`src/rtl/alu_result_uart_tx_pkg.sv`:
```
// Shared types and constants for the ALU result serial transmitter.
package alu_result_uart_tx_pkg;

  // Transmit FSM states
  //   ST_IDLE   | line high, waiting for a buffered result
  //   ST_START  | start bit (line low)
  //   ST_DATA   | data bits, LSB first
  //   ST_PARITY | optional parity bit
  //   ST_STOP   | stop bit (line high), may chain straight into the next frame
  typedef enum logic [2:0] {
    ST_IDLE   = 3'd0,
    ST_START  = 3'd1,
    ST_DATA   = 3'd2,
    ST_PARITY = 3'd3,
    ST_STOP   = 3'd4
  } tx_state_e;

  localparam logic LINE_IDLE  = 1'b1;
  localparam logic LINE_START = 1'b0;

endpackage

```
`src/rtl/alu_result_uart_tx_if.sv`:
```
// ALU result bus plus the serial-side status outputs of the transmitter.
interface alu_result_uart_tx_if #(
  parameter int WIDTH = 16
);
  logic [2*WIDTH:0] ALU_Out;
  logic             ALU_Flag;
  logic             TX_OUT;
  logic             Busy;
  logic             Fifo_Empty;
  logic             Overflow;

  modport master (
    output ALU_Out, ALU_Flag,
    input  TX_OUT, Busy, Fifo_Empty, Overflow
  );

  modport slave (
    input  ALU_Out, ALU_Flag,
    output TX_OUT, Busy, Fifo_Empty, Overflow
  );
endinterface

```
`src/rtl/alu_result_fifo.sv`:
```
// Synchronous DW x DEPTH FIFO with combinational head read.
// A push on a full FIFO is honoured only together with a pop; the head is
// read before the edge, so the write may reuse the slot being vacated.
module alu_result_fifo #(
  parameter int DW    = 33,
  parameter int DEPTH = 4
) (
  input  logic          clk,
  input  logic          rst,
  input  logic          push,
  input  logic          pop,
  input  logic [DW-1:0] wr_data,
  output logic [DW-1:0] rd_data,
  output logic          full,
  output logic          empty
);
  localparam int AW = (DEPTH > 1) ? $clog2(DEPTH) : 1;
  localparam int CW = $clog2(DEPTH + 1);

  logic [DW-1:0] mem_q [DEPTH];
  logic [DW-1:0] mem_d [DEPTH];
  logic [AW-1:0] wr_ptr_q, wr_ptr_d;
  logic [AW-1:0] rd_ptr_q, rd_ptr_d;
  logic [CW-1:0] count_q, count_d;
  logic          do_push, do_pop;

  assign full    = (count_q == CW'(DEPTH));
  assign empty   = (count_q == '0);
  assign rd_data = mem_q[rd_ptr_q];
  assign do_pop  = pop && !empty;
  assign do_push = push && (!full || do_pop);

  // Pointer, occupancy and storage update
  always_comb begin
    mem_d    = mem_q;
    wr_ptr_d = wr_ptr_q;
    rd_ptr_d = rd_ptr_q;
    count_d  = count_q;
    if (do_push) begin
      mem_d[wr_ptr_q] = wr_data;
      wr_ptr_d        = wr_ptr_q + AW'(1);
    end
    if (do_pop) begin
      rd_ptr_d = rd_ptr_q + AW'(1);
    end
    if (do_push && !do_pop) begin
      count_d = count_q + CW'(1);
    end else if (do_pop && !do_push) begin
      count_d = count_q - CW'(1);
    end
  end

  // FIFO state registers
  always_ff @(posedge clk or negedge rst) begin
    if (!rst) begin
      for (int i = 0; i < DEPTH; i++) mem_q[i] <= '0;
      wr_ptr_q <= '0;
      rd_ptr_q <= '0;
      count_q  <= '0;
    end else begin
      mem_q    <= mem_d;
      wr_ptr_q <= wr_ptr_d;
      rd_ptr_q <= rd_ptr_d;
      count_q  <= count_d;
    end
  end

endmodule

```
`src/rtl/alu_result_uart_tx.sv`:
```
// Captures valid ALU results into a FIFO and ships each one as a serial
// frame: start, DW data bits LSB first, optional parity, stop.
module alu_result_uart_tx
  import alu_result_uart_tx_pkg::*;
#(
  parameter int WIDTH        = 16,
  parameter int DEPTH        = 4,
  parameter int CLKS_PER_BIT = 8,
  parameter int PAR_EN       = 1,
  parameter int PAR_ODD      = 0
) (
  input  logic                  clk,
  input  logic                  rst,
  alu_result_uart_tx_if.slave   bus
);
  localparam int DW   = 2 * WIDTH + 1;
  localparam int BW   = $clog2(CLKS_PER_BIT);
  localparam int BITW = $clog2(DW);
  localparam logic PAR_INV = (PAR_ODD != 0);

  tx_state_e       state_q, state_d;
  logic [BW-1:0]   baud_q, baud_d;
  logic [BITW-1:0] bit_q, bit_d;
  logic [DW-1:0]   shift_q, shift_d;
  logic            par_q, par_d;
  logic            tx_q, tx_d;
  logic            busy_q, busy_d;
  logic            ovf_q, ovf_d;

  logic            fifo_push, fifo_pop, fifo_full, fifo_empty;
  logic [DW-1:0]   fifo_rd_data;
  logic            baud_last;

  alu_result_fifo #(
    .DW    (DW),
    .DEPTH (DEPTH)
  ) u_fifo (
    .clk     (clk),
    .rst     (rst),
    .push    (fifo_push),
    .pop     (fifo_pop),
    .wr_data (bus.ALU_Out),
    .rd_data (fifo_rd_data),
    .full    (fifo_full),
    .empty   (fifo_empty)
  );

  assign baud_last = (baud_q == BW'(CLKS_PER_BIT - 1));

  // Capture: a full FIFO still accepts a word when the FSM pops on the same edge
  assign fifo_push = bus.ALU_Flag && (!fifo_full || fifo_pop);
  assign ovf_d     = ovf_q || (bus.ALU_Flag && fifo_full && !fifo_pop);

  // Next-state, counters, shift register and registered line level
  always_comb begin
    state_d  = state_q;
    baud_d   = baud_q;
    bit_d    = bit_q;
    shift_d  = shift_q;
    par_d    = par_q;
    fifo_pop = 1'b0;

    case (state_q)
      ST_IDLE: begin
        if (!fifo_empty) begin
          fifo_pop = 1'b1;
          shift_d  = fifo_rd_data;
          par_d    = (^fifo_rd_data) ^ PAR_INV;
          baud_d   = '0;
          state_d  = ST_START;
        end
      end
      ST_START: begin
        if (baud_last) begin
          baud_d  = '0;
          bit_d   = '0;
          state_d = ST_DATA;
        end else begin
          baud_d = baud_q + BW'(1);
        end
      end
      ST_DATA: begin
        if (baud_last) begin
          baud_d = '0;
          if (bit_q == BITW'(DW - 1)) begin
            state_d = (PAR_EN != 0) ? ST_PARITY : ST_STOP;
          end else begin
            bit_d   = bit_q + BITW'(1);
            shift_d = shift_q >> 1;
          end
        end else begin
          baud_d = baud_q + BW'(1);
        end
      end
      ST_PARITY: begin
        if (baud_last) begin
          baud_d  = '0;
          state_d = ST_STOP;
        end else begin
          baud_d = baud_q + BW'(1);
        end
      end
      ST_STOP: begin
        if (baud_last) begin
          baud_d = '0;
          if (!fifo_empty) begin
            fifo_pop = 1'b1;
            shift_d  = fifo_rd_data;
            par_d    = (^fifo_rd_data) ^ PAR_INV;
            state_d  = ST_START;
          end else begin
            state_d = ST_IDLE;
          end
        end else begin
          baud_d = baud_q + BW'(1);
        end
      end
      default: begin
        state_d = ST_IDLE;
        baud_d  = '0;
        bit_d   = '0;
      end
    endcase

    // Line level follows the state being entered so TX_OUT stays registered
    case (state_d)
      ST_START:  tx_d = LINE_START;
      ST_DATA:   tx_d = shift_d[0];
      ST_PARITY: tx_d = par_d;
      default:   tx_d = LINE_IDLE;
    endcase
    busy_d = (state_d != ST_IDLE);
  end

  // Transmitter state registers; reset aborts any frame in flight
  always_ff @(posedge clk or negedge rst) begin
    if (!rst) begin
      state_q <= ST_IDLE;
      baud_q  <= '0;
      bit_q   <= '0;
      shift_q <= '0;
      par_q   <= 1'b0;
      tx_q    <= LINE_IDLE;
      busy_q  <= 1'b0;
      ovf_q   <= 1'b0;
    end else begin
      state_q <= state_d;
      baud_q  <= baud_d;
      bit_q   <= bit_d;
      shift_q <= shift_d;
      par_q   <= par_d;
      tx_q    <= tx_d;
      busy_q  <= busy_d;
      ovf_q   <= ovf_d;
    end
  end

  assign bus.TX_OUT     = tx_q;
  assign bus.Busy       = busy_q;
  assign bus.Fifo_Empty = fifo_empty;
  assign bus.Overflow   = ovf_q;

endmodule

```
`src/flat_wrapper.sv`:
```
// flat-port wrapper written by rule: the top's interface ports become plain ports
module alu_result_uart_tx_flat import alu_result_uart_tx_pkg::*;
#(
  parameter int WIDTH        = 16,
  parameter int DEPTH        = 4,
  parameter int CLKS_PER_BIT = 8,
  parameter int PAR_EN       = 1,
  parameter int PAR_ODD      = 0
)
  (clk, rst, bus_ALU_Out, bus_ALU_Flag, bus_TX_OUT, bus_Busy, bus_Fifo_Empty, bus_Overflow);
  alu_result_uart_tx_if #(.WIDTH(WIDTH)) bus_i ();
  input  logic clk;
  input  logic rst;
  input wire logic [$bits(bus_i.ALU_Out)-1:0] bus_ALU_Out;
  input wire logic [$bits(bus_i.ALU_Flag)-1:0] bus_ALU_Flag;
  output wire logic [$bits(bus_i.TX_OUT)-1:0] bus_TX_OUT;
  output wire logic [$bits(bus_i.Busy)-1:0] bus_Busy;
  output wire logic [$bits(bus_i.Fifo_Empty)-1:0] bus_Fifo_Empty;
  output wire logic [$bits(bus_i.Overflow)-1:0] bus_Overflow;
  assign bus_i.ALU_Out = bus_ALU_Out;
  assign bus_i.ALU_Flag = bus_ALU_Flag;
  assign bus_TX_OUT = bus_i.TX_OUT;
  assign bus_Busy = bus_i.Busy;
  assign bus_Fifo_Empty = bus_i.Fifo_Empty;
  assign bus_Overflow = bus_i.Overflow;
  alu_result_uart_tx #(.WIDTH(WIDTH), .DEPTH(DEPTH), .CLKS_PER_BIT(CLKS_PER_BIT), .PAR_EN(PAR_EN), .PAR_ODD(PAR_ODD)) u_core (.clk(clk), .rst(rst), .bus(bus_i));
endmodule
```
`config.mk`:
```
export PLATFORM = sky130hd
export DESIGN_NAME = alu_result_uart_tx_flat
export DESIGN_NICKNAME = d
export VERILOG_FILES = /design/src/rtl/alu_result_uart_tx_pkg.sv /design/src/rtl/alu_result_uart_tx_if.sv /design/src/rtl/alu_result_fifo.sv /design/src/rtl/alu_result_uart_tx.sv /design/src/flat_wrapper.sv
export SDC_FILE = /design/constraint.sdc
export NUM_CORES = 1
export LEC_CHECK = 0
export ABC_CLOCK_PERIOD_IN_PS = 3760
export CAP_MARGIN = 20
export CORE_MARGIN = 2
export CORE_UTILIZATION = 40
export DETAILED_ROUTE_END_ITERATION = 7
export PLACE_DENSITY = 0.6
export SLEW_MARGIN = 10
export SYNTH_ARGS = -nofsm -noshare
export SYNTH_HDL_FRONTEND = slang
export SYNTH_SLANG_ARGS = --single-unit
```
`constraint.sdc`:
```
create_clock -name clk -period 3.76 [get_ports clk]
set_clock_uncertainty 0.15 [all_clocks]
set_input_delay 0.564 -clock clk [delete_from_list [all_inputs] [get_ports clk]]
set_output_delay 0.564 -clock clk [all_outputs]
set_load 0.005 [all_outputs]
```
==> impl_metrics.toml <==
[cts]
cts_tree = "done"
cts_resized = 0
htreeDepth = 4
ctsLongestPathBuffers = 2
cts_root_buf = "clkbuf_16"
postCtsSetupRepairBufs = 0
postCtsHoldBufs = 0
clock_sinks = 188
cts.clk_slew.worst_paths_ps = 70
clk_latency_ps = 430
cts-buffers-inserted = 17

[critical_path]
critical_path_required_ps = 3920
critPathLaunchType = "register"
reg2reg_depth = 8
critical_path.max_fanout = 9
cp.arrival_ps = 3270
crit_type = "reg -> reg"
worstSetupEndpointType = "register"

[finish]
drive_gt1_share_pct = 34.21
fin_nets = 676
diodes = 0
area.growth.synth_to_final_pct = 16.42
final_core_util_pct = 47.43

[timing]
grt_setup_unrepaired = "no"
slew_viol_final = 0
min_period_ps = 3108
tns_ps = 0
worstMarginPinSlew_ps = 720.2
min_period_over_period_pct = 82.66
layout_setup_ws_ps = 651.8
finalSetupViolations = 0
fin_hold_ws_ps = 1.978
relSlewSlack_pct = 51.99
hold_violations = 0
clock.fmax_mhz = 321.7

[yosys]
synth_top_area_cell = "dfrtp_1"
yosysTopAreaCellShare_pct = 54.81
yosys_warnings = 0
synth_flop_cell = "dfrtp_1"
synth_cell_types = 38
synth_area_sq_um = 8537
yosysMostFrequentCell = "dfrtp_1"
synth_seq_area_share_pct = 55.12
netlist_instances = 589
synth.top_cells.by_area = "dfrtp_1 (55%), mux2_2 (18%), mux4_2 (7.1%)"
syn_avg_cell_area_sq_um = 14.49
synth-seq-cells = 188
ys_async_sr_fraction_pct = 100.0
syn-num-nets = 635
synth_edf_count = 0
synthTopCellsByCount = "dfrtp_1 (187), mux2_2 (134), inv_1 (41)"

[power]
p_sw_uw = 3621
powerDensity_nw_per_um2 = 1106
internal-power_uw = 7366
p_seq_share_pct = 32.7
combPwrFrac_pct = 49.1
p_clk_share_pct = 18.1
power.leakage_uw = 0.004327
ir_drop_mv = 0.7227
swShare_pct = 32.96
total_power_uw = 10990

[drt]
first_iter_violations = 410
wl_per_cell_um = 18.92
drtAntennaViolNets = 0
vias_per_cell = 5.438
totalWireLength_um = 17370
dr.pass1.iters = 8
drc_errors = 7
num_vias = 4992

[global_route]
grt_overflow = 0
grt_pass1_wl_um = 28700
grt_max_degree = 77
antenna_found_initial = 0
track_usage_pct = 16.58
grt_pass1_vias = 5336

[floorplan]
die_area_sq_um = 22530
fp.dieW_um = 150.1
die_y_um = 150.1
core_area_sq_um = 20960
ios = 40
rows = 53
start_util_pct = 40.74

[placement]
pre_cts_ws_ps = 626.2
port_buffers = 39
dp_hpwl_um = 11210
gp_congestion = 0.7526

[outcome]
status = "finished, violations left"
failed_checks = "design-rule violations"

[hold_path]
min_path_type = "in -> async"

[job]
max_cap_violations = 0
## per-layer routing
metal | global-route usage [%] | routed length [um]
met1 | 21.33 | 7558
met2 | 28.56 | 8979
met3 | 3.030 | 618
met4 | 5.189 | 213
met5 | 0 | 0
## area by class of cell
class | count | area, sq um
Clock buffer | 19 | 452.9
Clock inverter | 13 | 210.2
Fill cell | 1867 | 11020
Inverter | 41 | 153.9
Multi-Input combinational cell | 327 | 3521
Sequential cell | 188 | 4707
Tap cell | 275 | 344.1
Timing Repair Buffer | 55 | 549.3
## placed cells by master, fill, tap and decap left out, types with 3 or more instances in the layout
master,n
a21oi_1,7
a222oi_1,32
a31oi_1,4
buf_12,3
buf_4,13
bufinv_16,5
clkbuf_16,17
clkdlybuf4s50_1,38
dfrtp_1,186
ha_1,9
inv_1,41
inv_6,3
mux2_2,134
mux4_1,6
mux4_2,27
nand2_1,18
nor2_1,16
nor3_1,3
o21ai_0,7
o22ai_1,3
xnor2_1,26
xor2_1,13
## through the flow
step	instance area, sq um	cells
3_3_place_gp	9275	886
6_report	9938	918
2_1_floorplan	8537	589
4_1_cts	9938	918
3_5_place_dp	9275	886
5_1_grt	9938	918
## sequential cells by signal (all words and copies together) (netlist names)
signal,flops
u_core.u_fifo.wr_ptr_q,2
u_core.baud_q,3
u_core.state_q,3
u_core.bus.TX_OUT,1
u_core.u_fifo.count_q,3
u_core.u_fifo.rd_ptr_q,2
u_core.bus.Overflow,1
u_core.shift_q,33
u_core.u_fifo.mem_q,132
u_core.bit_q,6
u_core.bus.Busy,1
u_core.par_q,1
## critical path, stage by stage (launching register included)
cell and delay (ps):
dfrtp_2 540, buf_4 270, mux4_1 620, xnor2_1 170, xnor2_1 250, xnor2_1 160
xnor3_1 420, xnor2_1 140, mux2_2 270
## worst paths after layout
check	to	slack, ps	startpoint
max in group asynchronous	u_core.u_fifo.mem_q[23]$_DFFE_PN0P_	2550	rst
setup / recovery	u_core.par_q$_DFF_PN0_	650	u_core.u_fifo.rd_ptr_q[0]$_DFFE_PN0P_
hold reg to reg	u_core.shift_q[23]$_DFFE_PN0P_	350	u_core.shift_q[24]$_DFFE_PN0P_
hold / removal	u_core.baud_q[1]$_DFFE_PN0P_	2	rst
setup reg to reg	u_core.par_q$_DFF_PN0_	650	u_core.u_fifo.rd_ptr_q[0]$_DFFE_PN0P_
min in group clk	u_core.shift_q[23]$_DFFE_PN0P_	350	u_core.shift_q[24]$_DFFE_PN0P_
## power by group through the flow
stage	Clock, uW	Combinational (uW)	Sequential [uW]
global placement	0	5260	3570
finish	1990	5400	3600
CTS	2050	5490	3590
floorplan	0	4490	3380
global route	2140	5850	3710
detailed placement	0	5410	3630
## cells by family (layout without fill, tap and decap cells)
logic type               after synthesis  in the layout  share of synthesized area, %
AO/OA/AOI/OAI                         59             59                         5.701
XOR/XNOR                              42             42                         4.646
adder cells (fa/ha/maj)               10             10                         1.554
buffers and inverters                 74            128                         3.767
flip-flops                           188            188                         55.12
multiplexers                         168            168                         26.76
AND/OR/NAND/NOR                       48             48                         2.448
(Power assumes the default switching activity.)
